File: config.mk
export PLATFORM = sky130hd
export DESIGN_NAME = mk14_kbd_scan
export DESIGN_NICKNAME = d
export VERILOG_FILES = /design/src/rtl/mk14_pkg.sv /design/src/rtl/sync_2ff.sv /design/src/rtl/mk14_kbd_scan.sv
export SDC_FILE = /design/constraint.sdc
export NUM_CORES = 1
export LEC_CHECK = 0
export ABC_CLOCK_PERIOD_IN_PS = 4300
export CORE_ASPECT_RATIO = 0.6
export CORE_MARGIN = 2
export CORE_UTILIZATION = 45
export CTS_CLUSTER_DIAMETER = 60
export DETAILED_ROUTE_END_ITERATION = 8
export GPL_TIMING_DRIVEN = 0
export PLACE_DENSITY = 0.68
export SYNTH_ARGS = -nofsm -noshare
export SYNTH_HDL_FRONTEND = slang
export SYNTH_SLANG_ARGS = --single-unit
File: constraint.sdc
create_clock -name clk -period 4.3 [get_ports clk]
set_input_delay 0.43 -clock clk [delete_from_list [all_inputs] [get_ports clk]]
set_output_delay 0.43 -clock clk [all_outputs]
set_load 0.03 [all_outputs]
File: src/rtl/mk14_pkg.sv
// Shared constants and types for the MK14 keyboard matrix scanner.
package mk14_pkg;

    localparam int unsigned KBD_COLS = 8;
    localparam int unsigned KBD_ROWS = 8;

    typedef enum logic [1:0] {DRIVE, SAMPLE, EMIT} kbd_scan_state_t;

    // Active-low one-hot column drive pattern.
    function automatic logic [KBD_COLS-1:0] col_drive_n(input logic [2:0] col);
        return ~(8'h01 << col);
    endfunction

endpackage

File: src/rtl/sync_2ff.sv
// Two-flop synchronizer for asynchronous active-low inputs; resets to all ones (idle).
module sync_2ff #(
    parameter int unsigned WIDTH = 8
) (
    input  logic             clk,
    input  logic             rst_n,
    input  logic [WIDTH-1:0] d_i,
    output logic [WIDTH-1:0] q_o
);

    logic [WIDTH-1:0] meta_q;
    logic [WIDTH-1:0] sync_q;

    always_ff @(posedge clk or negedge rst_n) begin
        if (!rst_n) begin
            meta_q <= '1;
            sync_q <= '1;
        end else begin
            meta_q <= d_i;
            sync_q <= meta_q;
        end
    end

    assign q_o = sync_q;

endmodule

File: src/rtl/mk14_kbd_scan.sv
// 8x8 active-low key matrix scanner with per-key debounce; emits one-cycle press/release events.
module mk14_kbd_scan
    import mk14_pkg::*;
#(
    parameter int unsigned CLOCK_FREQ_MHZ = 50,
    parameter int unsigned SETTLE_US      = 20,
    parameter int unsigned DEBOUNCE_SCANS = 4
) (
    input  logic        clk,
    input  logic        rst_n,
    output logic [7:0]  col_n,
    input  logic [7:0]  row_n,
    output logic        kbd_write_en,
    output logic [15:0] kbd_addr,
    output logic [2:0]  kbd_bit,
    output logic        kbd_pressed
);

    localparam int unsigned SettleCycles = CLOCK_FREQ_MHZ * SETTLE_US;
    localparam int unsigned SettleW      = (SettleCycles > 1) ? $clog2(SettleCycles) : 1;
    localparam int unsigned CntW         = $clog2(DEBOUNCE_SCANS + 1);
    localparam int unsigned NumKeys      = KBD_COLS * KBD_ROWS;

    localparam logic [SettleW-1:0] SettleLast = SettleW'(SettleCycles - 1);
    localparam logic [CntW-1:0]    CntLast    = CntW'(DEBOUNCE_SCANS - 1);

    kbd_scan_state_t state_q, state_d;

    logic [SettleW-1:0]            settle_q, settle_d;
    logic [2:0]                    col_q, col_d;
    logic [2:0]                    bit_q, bit_d;
    logic [KBD_ROWS-1:0]           sample_q, sample_d;
    logic [NumKeys-1:0]            stable_q, stable_d;
    logic [NumKeys-1:0][CntW-1:0]  cnt_q, cnt_d;
    logic [KBD_COLS-1:0]           col_n_q, col_n_d;
    logic                          we_q, we_d;
    logic [2:0]                    addr_q, addr_d;
    logic [2:0]                    ev_bit_q, ev_bit_d;
    logic                          pressed_q, pressed_d;

    logic [KBD_ROWS-1:0] row_sync;
    logic [5:0]          key_idx;
    logic                raw;

    sync_2ff #(
        .WIDTH (KBD_ROWS)
    ) u_row_sync (
        .clk   (clk),
        .rst_n (rst_n),
        .d_i   (row_n),
        .q_o   (row_sync)
    );

    assign key_idx = {col_q, bit_q};
    assign raw     = ~sample_q[bit_q];

    always_comb begin
        state_d   = state_q;
        settle_d  = settle_q;
        col_d     = col_q;
        bit_d     = bit_q;
        sample_d  = sample_q;
        stable_d  = stable_q;
        cnt_d     = cnt_q;
        we_d      = 1'b0;
        addr_d    = addr_q;
        ev_bit_d  = ev_bit_q;
        pressed_d = pressed_q;

        unique case (state_q)
            DRIVE: begin
                if (settle_q == SettleLast) begin
                    settle_d = '0;
                    state_d  = SAMPLE;
                end else begin
                    settle_d = settle_q + 1'b1;
                end
            end
            SAMPLE: begin
                sample_d = row_sync;
                bit_d    = 3'd0;
                state_d  = EMIT;
            end
            EMIT: begin
                // A disagreeing sample must persist DEBOUNCE_SCANS visits before it sticks.
                if (raw == stable_q[key_idx]) begin
                    cnt_d[key_idx] = '0;
                end else if (cnt_q[key_idx] == CntLast) begin
                    stable_d[key_idx] = raw;
                    cnt_d[key_idx]    = '0;
                    we_d              = 1'b1;
                    addr_d            = col_q;
                    ev_bit_d          = bit_q;
                    pressed_d         = raw;
                end else begin
                    cnt_d[key_idx] = cnt_q[key_idx] + 1'b1;
                end

                if (bit_q == 3'd7) begin
                    col_d   = col_q + 1'b1;
                    state_d = DRIVE;
                end else begin
                    bit_d = bit_q + 1'b1;
                end
            end
            default: state_d = DRIVE;
        endcase

        // col_d only moves when entering DRIVE, so the drive is stable through SAMPLE/EMIT.
        col_n_d = col_drive_n(col_d);
    end

    always_ff @(posedge clk or negedge rst_n) begin
        if (!rst_n) begin
            state_q   <= DRIVE;
            settle_q  <= '0;
            col_q     <= 3'd0;
            bit_q     <= 3'd0;
            sample_q  <= '1;
            stable_q  <= '0;
            cnt_q     <= '0;
            col_n_q   <= '1;
            we_q      <= 1'b0;
            addr_q    <= 3'd0;
            ev_bit_q  <= 3'd0;
            pressed_q <= 1'b0;
        end else begin
            state_q   <= state_d;
            settle_q  <= settle_d;
            col_q     <= col_d;
            bit_q     <= bit_d;
            sample_q  <= sample_d;
            stable_q  <= stable_d;
            cnt_q     <= cnt_d;
            col_n_q   <= col_n_d;
            we_q      <= we_d;
            addr_q    <= addr_d;
            ev_bit_q  <= ev_bit_d;
            pressed_q <= pressed_d;
        end
    end

    assign col_n        = col_n_q;
    assign kbd_write_en = we_q;
    assign kbd_addr     = {13'd0, addr_q};
    assign kbd_bit      = ev_bit_q;
    assign kbd_pressed  = pressed_q;

endmodule

# Word-level counts from Yosys, hierarchy flattened
# Cells that the tools add are included.
# op_classes
reduce_logical	6
muxes	25
magnitude_cmp	3
n_bitwise	5
n_addsub	4
n_eq_ne	9
n_shift	1
# op_table
cell	count
192-bit two-way mux	2
192-bit bitwise AND	1
192-bit bitwise mux	1
192-bit inverter	1
64-bit bitwise mux	1
3-bit binary-select mux with 6-bit select	1
3-bit demux with 6-bit select	1
3-bit two-way mux	5
10-bit by 1-bit adder with 10-bit output, second input constant	1
10-bit equality test, second input constant	1
10-bit two-way mux	1
3-bit by 1-bit adder with 3-bit output, second input constant	3
8-bit inverter	1
1-bit by 3-bit << shifter with 8-bit output, first input constant	1
6-bit by 7-bit < comparator with 1-bit output, second input constant	1
1-bit binary-select mux with 6-bit select	1
1-bit demux with 6-bit select	1
6-bit by 1-bit greater-or-equal comparator with 1-bit output, second input constant	1
1-bit two-way mux	6
2-bit != test, second input constant	3
2-bit one-hot mux with 3 select lines	1
3-bit one-hot mux with 2 select lines	1
3-bit by 4-bit < comparator with 1-bit output, second input constant	1
2-bit two-way mux	2
other kinds (12)	14
# totals
reg_bits	314
word_cells	130
output_inout_bits	29
input_bits	10

# Logic depth before layout (Yosys ltp)
# Gate-level depths: netlist (run 1).
# logic_depth
ltp_word	8
mapped_depth	20
ltp_nobuf	14

# By module
# A second synthesis (run 1) with hierarchy kept.
# hier_totals
cells_unflattened	1314
area_unflattened_um2	14920.6
# by_module_without_submodules
module	n_inst	seq_area_each_um2	cells_per_inst	area_each_um2
mk14_kbd_scan	1	7477.2	1298	14500.2
sync_2ff	1	420.4	16	420.4

# Least setup slack after synthesis (run 1)
# Ideal clock, no wire load.
# synth_timing
path_kind	register to register
from	reg bit_q[2]
to	reg cnt_q[45] (netlist bit)
path_stages_with_launch	21
setup_time_ns	0.067
path_slack_ns	0.315
required_time_ns	4.233
arrival_time_ns	3.918
cell_sequence	dfrtp_1 > buf_4 > buf_2 > buf_4 > clkbuf_1 > buf_1 > mux2i_1 > nor2_1 > a31oi_1 > nor2_1 > a221oi_1 > o221ai_1 > a21o_1 > ha_1 > and2_0 > and4_1 > o2111a_1 > buf_2 > buf_2 > a31oi_1 > a32o_1
# synth_via
elab_chain_cells	8
# synth_rtl
item	line	rtl
start, declared	mk14_kbd_scan.sv:31	logic [2:0] bit_q, bit_d;
start signal, assigned	mk14_kbd_scan.sv:131	bit_q <= bit_d;
branches (longest 7 deep; another with 3-bit by 1-bit adder with 3-bit output)	n/a	
192-bit two-way mux *	mk14_kbd_scan.sv:86	if (raw == stable_q[key_idx]) begin
end signal, assigned	mk14_kbd_scan.sv:134	cnt_q <= cnt_d;
end, declared	mk14_kbd_scan.sv:34	logic [NumKeys-1:0][CntW-1:0] cnt_q, cnt_d;
# Mark *: on every way between the ends. The select of a mux whose other input is x is not followed.
# A chain may end at the register's enable or synchronous reset.

# Worst setup path after layout (run 1)
# layout_timing
from	reg bit_q[0]
to	reg cnt_q[107] (netlist bit)
# The elaborated chain is that of the path after synthesis.

==> flow_summary_export.csv, run 1 <==
group,metric,value,unit
synth,syn_inst,1322,
global_route,use_met3,14.40,%
synth,async_flop_share,100.0,%
critical_path,path_cells,"buf_4, or2_2, nor2_4, clkbuf_4, a22oi_1, a31oi_2, a21oi_1, o221ai_1, a21o_1, ha_2, inv_1, a311oi_1, o2111a_2, buf_6, buf_4, a21oi_2, a22o_1",
finish,drive_gt1_share,25.82,%
clocking,h-tree-depth,1,
clocking,cts_buffer_depth,3,
die,die_w,240.3,microns
placed_design,io_buffers,25,
timing,whs,0.2628,ns
critical_path,regToRegSetupSlack,0.02,ns
timing,relSlewSlack,12.90,%
die,start_util,46.13,%
timing,skew,0.02244,ns
synth,netlist_area,15070,sq um
finish,nets,1431,
placed_design,place_area,15990,sq um
timing,fin_crit_sh,99.64,%
clocking,path_clk_slew,0.07,ns
global_route,grt_pass1_wl,78.26,mm
global_route,globalRouteOverflowTotal,0,
critical_path,start_kind,"register",
power,sw_frac_of_total,22.11,%
critical_path,cp_max_fo,10,
die,die_h,145.8,microns
placed_design,hpwl,36.23,mm
power,clkPwrFrac,46.0,%
finish,syn2layout_area_growth,18.63,%
global_route,grt_use_met1,46.92,%
clocking,cts_buffers,29,
global_route,gr-max-usage-layer,"met1",
global_route,grt_max_degree,124,
die,core_area,32670,sq um
timing,setup_violations,0,
timing,worst_slack,0.01559,ns
die,ioPinCount,39,
timing,slew_violations,0,
critical_path,crit_type,"reg2reg",
finish,num_antenna_cells,0,
detailed_routing,drt_first_pass_iters,6,
critical_path,max_stage_delay,0.48,ns
power,p_int,4.422,mW
timing,fin_crit,4.284,ns
placed_design,dp_slack,-1.743,ns
run_status,status,"completed",
detailed_routing,vias_per_cell,6.740,
clocking,clock_latency,0.58,ns
worst_hold_path,hold_class,"in2reg",
clocking,root_buffer,"clkbuf_16",
critical_path,crit_arrival,4.74,ns
worst_hold_path,hold_depth,1,
power,pwr-share-comb,1.7,%
synth,synth_area_per_cell,11.40,sq um
critical_path,end_kind,"register",
global_route,grt_util_all_layers,30.00,%
power,power.density,317.6,nW/um^2
global_route,grt_pass1_vias,11960,
global_route,antenna_found_initial,1,
synth,ys_seq_area_share,52.40,%
critical_path,cp_num_cells,17,
detailed_routing,wirelength,53.14,mm
power,leakage,7.396,nW
die,num_rows,51,
critical_path,cp_top_family,"compound AO/OA/AOI/OAI gates",
detailed_routing,drtAntennaViolNets,0,
die,dieArea,35020,sq um
detailed_routing,drcViolationCount,0,
detailed_routing,num_vias,12720,
timing,fin_tns_setup,0,ns
global_route,grt_util_met2,35.27,%
critical_path,path_common_cell,"buf_4",
finish,design_area,17880,sq um
critical_path,cp_num_buf_inv,5,
detailed_routing,routedWlPerCell,28.16,microns
power,pwr-share-seq,52.3,%
critical_path,worst-r2r-cell-count,17,
timing,tightest_slew,1.307,ns
synth,ys_seq_elements,314,
critical_path,cp_slowest_cell,"or2_2",
synth,synth_cell_types,62,
synth,synth-edff-count,0,
synth,ys.flop_type,"dfrtp_1",
flow_run,maxCapViolCount,0,
timing,timing.fmax,0.2334,GHz
clocking,clock_sinks,314,
power,ir_worst_vdd,0.2909,mV
synth,yosysWarnings,0,
critical_path,worstPathRequired,4.76,ns
clocking,tritoncts,"done",
timing,hold_violations,0,
placed_design,gp_congestion,0.9933,
detailed_routing,drtIter0Drc,1940,
power,p_sw,1.256,mW
[registers in the layout, summed over array words and instances (netlist names)]
signal / flops
kbd_bit: 3
col_q: 3
kbd_pressed: 1
kbd_write_en: 1
col_n: 8
stable_q: 64
sample_q: 8
settle_q: 10
bit_q: 3
u_row_sync.meta_q: 8
u_row_sync.q_o: 8
cnt_q: 192
addr_q: 3
state_q: 2
[synth_stat cells, types with 3 or more instances]
| library cell | number | share of area, % |
|---|---|---|
| dfstp_2 | 32 | 5.6 |
| nand4_1 | 6 | 0.25 |
| dfrtp_1 | 282 | 47 |
| a22o_1 | 167 | 9.7 |
| nor2_1 | 85 | 2.1 |
| or3b_2 | 4 | 0.23 |
| inv_1 | 14 | 0.35 |
| buf_6 | 8 | 0.60 |
| nand3b_1 | 16 | 0.80 |
| or2_2 | 5 | 0.21 |
| a22oi_1 | 23 | 1.1 |
| buf_1 | 11 | 0.27 |
| o32ai_1 | 7 | 0.41 |
| nand3_1 | 22 | 0.73 |
| clkbuf_1 | 56 | 1.4 |
| a21o_1 | 3 | 0.15 |
| xor2_1 | 5 | 0.29 |
| o22a_1 | 6 | 0.35 |
| mux2_2 | 81 | 6.1 |
| nand2b_1 | 15 | 0.62 |
| a221oi_1 | 12 | 0.70 |
| nor2b_1 | 5 | 0.21 |
| a211oi_1 | 10 | 0.50 |
| o211ai_1 | 3 | 0.15 |
| o22ai_1 | 13 | 0.54 |
| a32o_1 | 24 | 1.6 |
| nor4_4 | 3 | 0.42 |
| buf_4 | 20 | 1.0 |
| buf_2 | 34 | 1.1 |
| a21oi_1 | 84 | 2.8 |
| ha_1 | 6 | 0.50 |
| mux4_2 | 9 | 1.3 |
| a311oi_1 | 3 | 0.17 |
| and3_1 | 7 | 0.29 |
| nand2_1 | 51 | 1.3 |
| nor3b_1 | 4 | 0.20 |
| a31oi_1 | 13 | 0.54 |
| mux2i_1 | 50 | 3.3 |
| o21ai_0 | 25 | 0.83 |
| nor3_1 | 4 | 0.13 |
| nor4_1 | 67 | 2.8 |
[path summary, 6_finish.rpt]
kind | from | endpoint
min reg2reg | u_row_sync.meta_q[3]$_DFF_PN1_ | u_row_sync.q_o[3]$_DFF_PN1_
min | row_n[1] | u_row_sync.meta_q[1]$_DFF_PN1_
max reg2reg | bit_q[0]$_DFFE_PN0P_ | cnt_q[107]$_DFFE_PN0P_
max in group asynchronous | rst_n | cnt_q[145]$_DFFE_PN0P_
min in group asynchronous | rst_n | stable_q[20]$_DFFE_PN0P_
max | bit_q[0]$_DFFE_PN0P_ | cnt_q[107]$_DFFE_PN0P_
[routing by layer]
layer	vias up	share of wire, %
met4	4	3.4
met5	-	0.14
met1	6303	44
met3	165	17
li1	5229	-
met2	1017	36
[final cells by class]
type / instances / area (sq um)
repair buffers: 54 / 515.5
multi-input cells: 875 / 7036
clock buffers: 43 / 818.3
fillers: 2785 / 14790
inverters: 16 / 62.56
flip-flops and latches: 314 / 7899
plain buffers: 125 / 882.1
clock inverters: 10 / 102.6
well taps: 450 / 563.0
[placed cells by master (no fill, tap or decap), drive strengths merged, types with 25 or more instances in the layout]
cell type and n:
dfrtp 282, a22o 167, buf 102, clkbuf 95, nor2 85, a21oi 84, mux2 82, nor4 70
nand2 51, mux2i 50, dfstp 32, o21ai 25
[cell families (layout without fill, tap and decap cells)]
| logic type | count (synthesis) | in the layout | share of synthesized area (%) |
|---|---|---|---|
| other | 1 | 13 | 0.02488 |
| DFF | 314 | 314 | 52.40 |
| AOI/OAI and AO/OA | 405 | 405 | 20.33 |
| xor gates and xnor gates | 8 | 8 | 0.5148 |
| buffers and inverters | 145 | 248 | 4.790 |
| and+or+nand+nor | 302 | 302 | 10.64 |
| muxes | 141 | 141 | 10.79 |
| adders and majority gates | 6 | 6 | 0.4981 |
[repair_timing]
item,in CTS,in global routing
pin swaps,6,5
setup endpoints to repair,264,259
setup buffers,14,12
hold endpoints to repair,84,0
hold buffers,1,0
resized for setup,123,77
[power groups by stage]
stage               combinational (mW)  clock, mW  sequential, mW
CTS                             0.0995       2.61            2.97
global placement                0.0907          0            3.03
global route                     0.110       2.76            2.97
floorplan                       0.0239          0            3.02
detailed placement              0.0986          0            3.02
finish                          0.0962       2.61            2.97
[through the flow]
stage | power (mW) | util [%] | cells
6_report | 5.678 | 54.72 | 1887
5_1_grt | 5.840 | 54.72 | 1887
4_1_cts | 5.676 | 53.49 | 1876
3_5_place_dp | 3.123 | 48.94 | 1811
3_3_place_gp | 3.118 | 48.76 | 1809
2_1_floorplan | 3.048 | - | 1334
(Power assumes the default switching activity.)
==> run 2, diff against run 1 <==
--- a/config.mk
+++ b/config.mk
@@ -16,3 +16,4 @@
 export SYNTH_ARGS = -nofsm -noshare
 export SYNTH_HDL_FRONTEND = slang
 export SYNTH_SLANG_ARGS = --single-unit
+export TNS_END_PERCENT = 10
==> run 2 against run 1 <==
Effect of this change: the flow now finishes with violations (negative setup slack); die area unchanged; clock power about the same; final area decreased by 0.42%; combinational power decreased by 0.4%; cell count decreased by 0.16%; critical endpoint is now cnt_q[26]$_DFFE_PN0P_; largest power group unchanged.
==> flow_summary_export.csv, run 2 (same netlist as run 1, synthesis figures left out) <==
group,metric,value,unit
finish,design_area,17800,sq um
finish,drive_gt1_share,25.54,%
timing,fin_crit,4.460,ns
die,ioPinCount,39,
global_route,grt_util_all_layers,30.00,%
finish,utilization,54.49,%
placed_design,place_area,15990,sq um
finish,final_common_cell,"dfrtp_1",
critical_path,worstPathRequired,4.81,ns
finish,reg_top3,"cnt_q x192, stable_q x64, settle_q x10",
power,power.density,319.4,nW/um^2
timing,fin_crit_sh,103.7,%
detailed_routing,routedWlPerCell,28.12,microns
clocking,root_buffer,"clkbuf_16",
critical_path,start_kind,"register",
timing,skew,0.02294,ns
finish,regMostFlops,"cnt_q",
placed_design,hpwl,36.23,mm
global_route,grt_pass1_vias,11960,
die,core_area,32670,sq um
clocking,tritoncts,"done",
die,die_h,145.8,microns
power,ir_worst_vdd,0.2912,mV
clocking,cts_buffer_depth,3,
timing,hold_violations,0,
run_status,status,"finished, violations left",
die,num_rows,51,
timing,timing.fmax,0.2242,GHz
global_route,grt_pass1_wl,78.26,mm
critical_path,rr_endpoint,"cnt_q[26]$_DFFE_PN0P_",
placed_design,gp_congestion,0.9933,
worst_hold_path,hold_depth,1,
critical_path,crit_type,"reg2reg",
finish,fillers,2792,
critical_path,cp_num_buf_inv,3,
critical_path,cp_slowest_cell,"clkbuf_1",
detailed_routing,drcViolationCount,0,
clocking,path_clk_slew,0.07,ns
critical_path,max_stage_delay,0.68,ns
critical_path,r2r_start,"col_q[1]$_DFF_PN0_",
timing,grt_setup_unrepaired,"true",
global_route,antenna_found_initial,1,
clocking,clock_sinks,314,
clocking,h-tree-depth,1,
detailed_routing,drtAntennaViolNets,0,
detailed_routing,vias_per_cell,6.735,
clocking,clock_latency,0.59,ns
timing,worst_slack,-0.1600,ns
finish,syn2layout_area_growth,18.13,%
critical_path,worst-r2r-cell-count,11,
critical_path,path_cells,"buf_2, nand2_1, or2_2, clkbuf_1, a21oi_1, nor4_1, nand3_1, xnor2_2, nor4_4, clkbuf_1, a22o_1",
timing,setup_violations,114,
clocking,cts_buffers,29,
detailed_routing,num_vias,12690,
timing,tightest_slew,1.024,ns
finish,nets,1427,
global_route,globalRouteOverflowTotal,0,
run_status,failed_checks,"negative setup slack",
critical_path,cp_top_family,"simple AND/OR/NAND/NOR gates",
finish,layout_common_cells,"dfrtp_1, a22o_1, mux2_2",
die,dieArea,35020,sq um
die,die_w,240.3,microns
power,leakage,7.360,nW
critical_path,cp_max_fo,10,
global_route,grt_max_degree,124,
worst_hold_path,worstHoldEndpoint,"u_row_sync.meta_q[1]$_DFF_PN1_",
finish,largest_reg_flops,192,
timing,relSlewSlack,31.73,%
placed_design,io_buffers,25,
critical_path,end_kind,"register",
critical_path,regToRegSetupSlack,-0.16,ns
detailed_routing,drt_first_pass_iters,6,
critical_path,crit_arrival,4.97,ns
die,start_util,46.13,%
worst_hold_path,hold_class,"in2reg",
flow_run,maxCapViolCount,0,
detailed_routing,wirelength,52.97,mm
critical_path,path_common_cell,"clkbuf_1",
detailed_routing,drtIter0Drc,1773,
timing,slew_violations,0,
worst_hold_path,worstHoldStart,"row_n[1]",
-- run 2: worst max-delay path by stage --
stage	cells after the start	slack, ns	endpoint	from
2_1_floorplan	20	0.31	cnt_q[45]$_DFFE_PN0P_	bit_q[2]$_DFFE_PN0P_
3_3_place_gp	1	-10.68	cnt_q[145]$_DFFE_PN0P_	rst_n
3_5_place_dp	20	-1.74	cnt_q[13]$_DFFE_PN0P_	bit_q[2]$_DFFE_PN0P_
4_1_cts	17	0.002	cnt_q[13]$_DFFE_PN0P_	bit_q[1]$_DFFE_PN0P_
5_1_grt	16	-0.04	cnt_q[26]$_DFFE_PN0P_	bit_q[2]$_DFFE_PN0P_
6_report	11	-0.16	cnt_q[26]$_DFFE_PN0P_	col_q[1]$_DFF_PN0_
-- run 2: area by class of cell --
cell class	count	area (sq um)	area share, %
repair buffers	49	478.0	2.685
plain buffers	126	878.3	4.934
clock inverters	10	102.6	0.5763
flip-flops and latches	314	7899	44.37
well taps	450	563.0	3.163
diodes	1	2.502	0.01406
clock buffers	43	818.3	4.596
multi-input cells	875	6999	39.31
inverters	16	62.56	0.3514
-- run 2: what timing repair did --
action,4_1_cts,5_1_grt
endpoints found under the setup margin,264,259
gates resized for setup,123,67
hold buffers,1,0
buffers inserted,14,7
pin swaps,6,4
hold endpoints to repair,84,0
-- run 2: metrics by stage --
stage / total power, mW / std cells / hold slack [ns] / setup TNS (ns) / worst slack [ns]
4_1_cts: 5.676 / 1876 / 0.2580 / 0 / 0.002108
2_1_floorplan: 3.048 / 1334 / 0.1344 / 0 / 0.3147
3_5_place_dp: 3.123 / 1811 / 0.3472 / -389.72 / -1.743
5_1_grt: 5.840 / 1883 / 0.2560 / -0.3513 / -0.03582
3_3_place_gp: 3.118 / 1809 / 0.3458 / -3565.40 / -10.68
6_report: 5.686 / 1884 / 0.2548 / -5.241 / -0.1600
-- run 2: report_power, final --
group	leakage [nW]	switching (mW)	internal [mW]	total, mW
logic	2.65	0.0745	0.0213	0.0958
clock network	0.454	1.19	1.43	2.62
registers	4.26	0.00193	2.97	2.97
total	7.36	1.26	4.42	5.69
-- run 2: worst register-to-register path: cells and delay by family (launching register included) --
family | cells | cell delay [ns]
AO/OA/AOI/OAI | 2 | 0.48
XOR/XNOR | 1 | 0.29
AND/OR/NAND/NOR | 5 | 1.79
buffers and inverters | 3 | 1.43
flip-flops | 1 | 0.40
-- run 2: layer usage --
layer	up-vias	track usage, %	wire, microns
met5	-	1.240	77
met4	4	8.447	1573
met3	148	14.40	8715
met2	962	35.27	19270
met1	6352	46.92	23330
li1	5223	-	-
